[src/rtl/end_screen_overlay.sv]
// end_screen_overlay
//   End-of-game banner overlay for the VGA pipeline. A small FSM latches the
//   game outcome (WIN/LOSE). While the outcome is held, a banner image is
//   fetched from an external two-bank ROM (bank 0 = WIN, bank 1 = LOSE) and
//   placed at (X0, Y0). The banner blinks every BLINK_FRAMES frames. ROM
//   pixels equal to KEY_COLOR are treated as transparent.
//
// Ports
//   i_clk          pixel clock
//   i_reset        synchronous, active-high reset
//   i_pix_row/col  current pixel coordinate from the timing generator
//   i_score_in     current score
//   i_crash_in     crash detected (level or pulse)
//   i_restart      one-cycle pulse that returns to play
//   o_rom_addr     {bank, row_off, col_off} to the external ROM
//   i_rom_data     ROM pixel {B,G,R}, ROM_LAT clocks after o_rom_addr
//   o_overlay_en   overlay pixel is opaque and replaces the background
//   o_overlay_out  overlay colour, 0 when o_overlay_en is low
//   o_win_flag     game-won state
//   o_lose_flag    game-lost state
//
// state  | meaning
// S_PLAY | race running, overlay off
// S_WIN  | score reached WIN_SCORE, WIN banner shown
// S_LOSE | crash seen, LOSE banner shown
module end_screen_overlay #(
    parameter int          IMG_W        = 128,
    parameter int          IMG_H        = 64,
    parameter int          X0           = 255,
    parameter int          Y0           = 207,
    parameter int          SCORE_W      = 6,
    parameter int          WIN_SCORE    = 50,
    parameter int          ROM_LAT      = 1,
    parameter int          BLINK_FRAMES = 30,
    parameter logic [11:0] KEY_COLOR    = 12'h000,
    localparam int         CW           = $clog2(IMG_W),
    localparam int         RW           = $clog2(IMG_H),
    localparam int         AW           = 1 + CW + RW
) (
    input  logic               i_clk,
    input  logic               i_reset,
    input  logic [9:0]         i_pix_row,
    input  logic [9:0]         i_pix_col,
    input  logic [SCORE_W-1:0] i_score_in,
    input  logic               i_crash_in,
    input  logic               i_restart,
    output logic [AW-1:0]      o_rom_addr,
    input  logic [11:0]        i_rom_data,
    output logic               o_overlay_en,
    output logic [11:0]        o_overlay_out,
    output logic               o_win_flag,
    output logic               o_lose_flag
);

    localparam logic [1:0] S_PLAY = 2'd0;
    localparam logic [1:0] S_WIN  = 2'd1;
    localparam logic [1:0] S_LOSE = 2'd2;

    // Box bounds in 11 bits so X0+IMG_W = 1024 does not wrap.
    localparam logic [10:0] X_LO = 11'(X0);
    localparam logic [10:0] X_HI = 11'(X0 + IMG_W);
    localparam logic [10:0] Y_LO = 11'(Y0);
    localparam logic [10:0] Y_HI = 11'(Y0 + IMG_H);

    localparam int          BW        = (BLINK_FRAMES > 1) ? $clog2(BLINK_FRAMES) : 1;
    localparam logic [BW-1:0] BLINK_LAST = BW'((BLINK_FRAMES > 0) ? BLINK_FRAMES - 1 : 0);

    logic [1:0]         r_state;
    logic [1:0]         w_next;
    logic               r_win_flag;
    logic               r_lose_flag;
    logic [BW-1:0]      r_blink_cnt;
    logic               r_visible;
    logic [AW-1:0]      r_rom_addr;
    logic [ROM_LAT:0]   r_sb;
    logic               r_overlay_en;
    logic [11:0]        r_overlay_out;

    logic               w_won;
    logic               w_active;
    logic               w_in_box;
    logic               w_frame_start;
    logic [CW-1:0]      w_col_off;
    logic [RW-1:0]      w_row_off;
    logic               w_bank;
    logic               w_hit;

    assign w_won         = (i_score_in >= SCORE_W'(WIN_SCORE));
    assign w_active      = (r_state != S_PLAY);
    assign w_bank        = (r_state == S_LOSE);
    assign w_frame_start = (i_pix_row == 10'd0) && (i_pix_col == 10'd0);
    assign w_in_box      = ({1'b0, i_pix_col} >= X_LO) && ({1'b0, i_pix_col} < X_HI) &&
                           ({1'b0, i_pix_row} >= Y_LO) && ({1'b0, i_pix_row} < Y_HI);
    // Truncated subtraction is exact inside the box; outside it the result is masked.
    assign w_col_off     = i_pix_col[CW-1:0] - CW'(X0);
    assign w_row_off     = i_pix_row[RW-1:0] - RW'(Y0);

    always_comb begin
        w_next = r_state;
        case (r_state)
            S_PLAY: begin
                if (w_won)
                    w_next = S_WIN;
                else if (i_crash_in)
                    w_next = S_LOSE;
            end
            S_WIN, S_LOSE: begin
                if (i_restart)
                    w_next = S_PLAY;
            end
            default: w_next = S_PLAY;
        endcase
    end

    always_ff @(posedge i_clk) begin
        if (i_reset) begin
            r_state     <= S_PLAY;
            r_win_flag  <= 1'b0;
            r_lose_flag <= 1'b0;
        end else begin
            r_state     <= w_next;
            r_win_flag  <= (w_next == S_WIN);
            r_lose_flag <= (w_next == S_LOSE);
        end
    end

    // Blink phase is held at its start value in PLAY, so every entry into
    // WIN/LOSE begins with a visible banner and a fresh count.
    always_ff @(posedge i_clk) begin
        if (i_reset || (r_state == S_PLAY)) begin
            r_blink_cnt <= '0;
            r_visible   <= 1'b1;
        end else if (w_frame_start && (BLINK_FRAMES != 0)) begin
            if (r_blink_cnt == BLINK_LAST) begin
                r_blink_cnt <= '0;
                r_visible   <= ~r_visible;
            end else begin
                r_blink_cnt <= r_blink_cnt + 1'b1;
            end
        end
    end

    // r_sb[i] is the side-band (active & in_box & visible) for the pixel whose
    // ROM word arrives i clocks after its address; r_sb[ROM_LAT] lines up with i_rom_data.
    always_ff @(posedge i_clk) begin
        if (i_reset) begin
            r_rom_addr    <= '0;
            r_sb          <= '0;
            r_overlay_en  <= 1'b0;
            r_overlay_out <= 12'h000;
        end else begin
            r_rom_addr    <= (w_active && w_in_box) ? {w_bank, w_row_off, w_col_off} : '0;
            r_sb          <= {r_sb[ROM_LAT-1:0], w_active & w_in_box & r_visible};
            r_overlay_en  <= w_hit;
            r_overlay_out <= w_hit ? i_rom_data : 12'h000;
        end
    end

    assign w_hit = r_sb[ROM_LAT] && (i_rom_data != KEY_COLOR);

    assign o_rom_addr    = r_rom_addr;
    assign o_overlay_en  = r_overlay_en;
    assign o_overlay_out = r_overlay_out;
    assign o_win_flag    = r_win_flag;
    assign o_lose_flag   = r_lose_flag;

endmodule

[config.mk]
export PLATFORM = sky130hd
export DESIGN_NAME = end_screen_overlay
export DESIGN_NICKNAME = d
export VERILOG_FILES = /design/src/rtl/end_screen_overlay.sv
export SDC_FILE = /design/constraint.sdc
export NUM_CORES = 1
export LEC_CHECK = 0
export CELL_PAD_IN_SITES_DETAIL_PLACEMENT = 1
export CELL_PAD_IN_SITES_GLOBAL_PLACEMENT = 1
export CORE_MARGIN = 1.5
export CORE_UTILIZATION = 30
export CTS_CLUSTER_SIZE = 10
export DETAILED_ROUTE_END_ITERATION = 6
export GPL_ROUTABILITY_DRIVEN = 0
export GPL_TIMING_DRIVEN = 0
export PLACE_DENSITY_LB_ADDON = 0.1
export SLEW_MARGIN = 20
export SYNTH_ARGS = -nofsm -noshare
export SYNTH_HDL_FRONTEND = slang
export SYNTH_SLANG_ARGS = --single-unit
export TNS_END_PERCENT = 5
[constraint.sdc]
create_clock -name i_clk -period 2.2 [get_ports i_clk]
set_input_delay 0.33 -clock i_clk [delete_from_list [all_inputs] [get_ports i_clk]]
set_output_delay 0.33 -clock i_clk [all_outputs]
set_load 0.01 [all_outputs]
==> impl.org <==
** Yosys
- Library cell with the largest summed area after synthesis :: sky130_fd_sc_hd__dfxtp_1
- Portion of the post-synthesis area used by sequential elements :: 47.4%
- Most used standard cell by instance count after synthesis :: sky130_fd_sc_hd__dfxtp_1
- Yosys warnings :: 0
- In the synthesized netlist, the number of instances is 170.
- The cell area that synthesis handed to floorplanning was 1650 µm².
- When the netlist entered floorplanning its net count stood at 221.
- Counting flops and latches in the post-synthesis netlist gives 39.
- Number of unique standard cell types used by synthesis :: 40
- EDFF count, synth :: 0
- Each instance of the synthesized netlist takes up on average 9.69 µm².
- Cell types occupying the most area after synthesis :: sky130_fd_sc_hd__dfxtp_1 (47%), sky130_fd_sc_hd__ha_1 (6.8%), sky130_fd_sc_hd__and2_1 (5.3%)
- Of all flip-flops after synthesis, the portion carrying an async set or reset was 0%.
- Ranked by instance count, the synthesized netlist is headed by sky130_fd_sc_hd__dfxtp_1 (39), sky130_fd_sc_hd__nor2_1 (20), sky130_fd_sc_hd__and2_1 (14).
- In the synthesized netlist the dominant register cell turns out to be sky130_fd_sc_hd__dfxtp_1.
- After synthesis, the largest area contributor takes up 47.4% of total cell area.

** Die
- Measured along the y axis, the die boundary spans 77.1 µm.
- Floorplan Core Area :: 5200 µm²
- Once the floorplan was initialized, standard cells occupied 31.7% of the core.
- Count of pins on the block boundary :: 71
- The die covers 5950 µm².
- From left edge to right edge, the die measures 77.1 µm.
- Number of standard-cell rows in the floorplan :: 26

** Timing
- Setup repair after global routing could not meet its margin everywhere.
- The number of max-slew violations in the final report was 0.
- Clock skew on the completed layout was measured at 3.09 ps.
- In this run the tightest slew margin relative to its limit is 69.9%.
- Post-layout min period :: 2060 ps
- Worst Max-Slew Pin Slew :: 449 ps
- Setup violations remaining at the end of the flow were counted as 0.
- Static timing analysis puts the maximum clock frequency at 486 MHz.
- The hold violation total from the final report came to 0.
- In the finished design, the share of the clock period the worst path needs comes to 93.5%.

** Final layout
- Once layout is complete, the utilization of the core stands at 49.7%.
- Summing all multi-input logic gate instances after layout gives 798 µm².
- After the flow finishes, the layout carries non-filler instances totaling 320.
- Nets@finish :: 300
- Layout cell share with drive strength beyond 1 :: 8.00%
- 0 antenna diodes ended up in the layout.
- Compared with the post-synthesis result, the final layout area differs by 57.1%.
- Counting the fill cells in the layout gives 616.
- Summing all flip-flop and latch instances after layout gives 781 µm².

** Critical path
- The number of buffers and inverters on the critical path is 3.
- The worst setup path is captured at a flop.
- Max FO, Critical Path :: 5
- Among all stages on the critical path, the largest delay is contributed by sky130_fd_sc_hd__dfxtp_1.
- Worst-path cell chain :: inv_1 -> ha_1 -> or2_1 -> a2111oi_2 -> nand4_1 -> buf_4 -> buf_4 -> nor2_1
- The cell family contributing the most delay on the critical path is simple AND/OR/NAND/NOR gates.
- At the worst endpoint, the required time is 2430 ps.
- The critical path in this run is classified as flop to flop.
- Worst Setup Start Kind :: flop
- Most used cell along the critical path :: sky130_fd_sc_hd__buf_4
- STA puts the critical path data arrival time at 2290 ps.
- For this run, the slowest stage of the critical path takes 370 ps.
- Crit. Startpoint :: r_state[0]
- R2R Path Start :: r_state[0]

** Global routing
- Global-route wire length before repair :: 7.05 mm
- All-layer global routing usage :: 14.8%
- Antenna violations before repair :: 0
- Global routing finished with a remaining overflow of 0.
- Number of global-route vias before repair :: 1492
- Pin count of the biggest net entering global routing :: 13

** Place
- Summed over all nets, the half-perimeter wirelength after detailed placement is 3.26 mm.
- Count of buffers inserted at the top-level ports :: 69
- Placed insts :: 309

** Power
- Post-layout total power :: 1.60 mW
- VDD sags by at most 0.223 mV.
- In this run the static leakage power is 0.977 nW.
- Cell Pwr Density :: 619 nW/µm²

** Routing
- Total wire length :: 4.20 mm
- The first detailed-routing pass took 4 iterations.
- Violation count after the first detailed-route iteration :: 30
- Across all layers, the routed design uses 1507 vias.
- DRC violations left :: 0
- Via-to-Cell Ratio :: 4.71
- Number of nets still failing antenna checks after routing :: 0
- DR WL/cell :: 13.1 µm

** Clock tree
- Source-to-sink clock delay at the later pin of the worst-skew pair :: 290 ps
- Counting along the longest clock path gives a buffer depth of 2.
- Deepest level of the CTS H-tree :: 2
- Counting the buffers created by CTS gives 5.
- The clock net in this run drives a total of 39 sinks.
- Root buffer selected by CTS :: sky130_fd_sc_hd__clkbuf_8
- Clock-pin slew was measured on the worst setup and hold paths at 80 ps.
- TritonCTS clock tree :: built

** Run
- Max-capacitance violation count :: 0

** Worst hold path
- Hold wc startpoint :: i_pix_row[0]
- Classification of the worst-slack hold path :: input pin to flop

** Outcome
- The run finished with clean final reports.
final timing paths:
path,depth (start not counted),slack (ps),endpoint
hold reg to reg,1,450,r_sb[1]
setup / recovery,8,140,o_rom_addr[3]
hold / removal,2,360,o_rom_addr[7]
setup reg to reg,8,140,o_rom_addr[3]
sequential cells by signal, indices dropped and copies added (netlist names):
register,count
o_rom_addr,14
o_overlay_en,1
r_blink_cnt,5
r_state,2
o_win_flag,1
r_sb,2
o_overlay_out,12
r_visible,1
o_lose_flag,1
report_power, final:
group	switching (mW)	total [mW]	leakage, nW	internal, mW
Clock	0.258	0.712	0.0654	0.454
Combinational	0.0721	0.176	0.597	0.104
Sequential	0.00390	0.716	0.315	0.712
Total	0.334	1.60	0.977	1.27
layout by cell type (no fill, tap or decap), types with 2 or more instances in the layout:
master                            instances
sky130_fd_sc_hd__dfxtp_1                 39
sky130_fd_sc_hd__nor2b_1                  2
sky130_fd_sc_hd__bufinv_16                2
sky130_fd_sc_hd__nor4_2                   2
sky130_fd_sc_hd__nor4_1                   4
sky130_fd_sc_hd__nor3_1                   2
sky130_fd_sc_hd__buf_2                    2
sky130_fd_sc_hd__or4_1                    5
sky130_fd_sc_hd__o21ai_0                  2
sky130_fd_sc_hd__buf_4                    3
sky130_fd_sc_hd__clkbuf_1                 2
sky130_fd_sc_hd__nor4b_2                  2
sky130_fd_sc_hd__nand3_1                  6
sky130_fd_sc_hd__xnor2_1                  6
sky130_fd_sc_hd__clkdlybuf4s50_1         68
sky130_fd_sc_hd__a311oi_1                 2
sky130_fd_sc_hd__o21ai_1                  3
sky130_fd_sc_hd__nor2_1                  20
sky130_fd_sc_hd__nand4_1                  4
sky130_fd_sc_hd__ha_1                     9
sky130_fd_sc_hd__a21oi_1                  4
sky130_fd_sc_hd__clkbuf_8                 5
sky130_fd_sc_hd__nand2_1                  3
sky130_fd_sc_hd__and3_1                   2
sky130_fd_sc_hd__xor2_1                   3
sky130_fd_sc_hd__and2_1                  14
sky130_fd_sc_hd__o31ai_1                  4
sky130_fd_sc_hd__inv_1                   12
routing by layer:
metal  vias to the layer above  track usage, %  wire [µm]
met1                       697            18.1       1900
met2                        51            24.9       1970
li1                        754               -          -
met5                         -               0          0
met3                         5            4.88        276
met4                         0            4.36         49
layout make-up:
cell class              count  area share [%]
multi-input cells         114            30.8
flip-flops and latches     39            30.2
repair buffers             72            27.6
well taps                  70            3.38
clock buffers               6            2.80
clock inverters             2            2.32
inverters                  13            1.88
plain buffers               4           0.967
timing repair:
action,4_1_cts,5_1_grt
gates resized for setup,0,2
buffers inserted,0,3
hold buffers,0,0
endpoints found under the setup margin,0,12
endpoints found under the hold margin,0,0
stage by stage:
stage          worst slack (ps)  cell area, µm²  setup TNS, ps  hold WS (ps)
2_1_floorplan               418            1650              0           402
3_3_place_gp               -183            2430          -2160           423
3_5_place_dp               -216            2430          -2510           441
4_1_cts                    33.3            2560              0           460
5_1_grt                   -51.0            2590           -229           395
6_report                    144            2590              0           356
cell families (layout without fill, tap and decap cells):
group,Yosys count,in the layout,synth area share (%)
flops,39,39,47.4
compound gates,23,23,10.2
simple gates,72,72,25.7
buf+inv,17,97,4.48
mux,1,1,0.607
xor+xnor,9,9,4.78
fa+ha+maj,9,9,6.83
No activity file was read; power rests on OpenSTA's default activity.
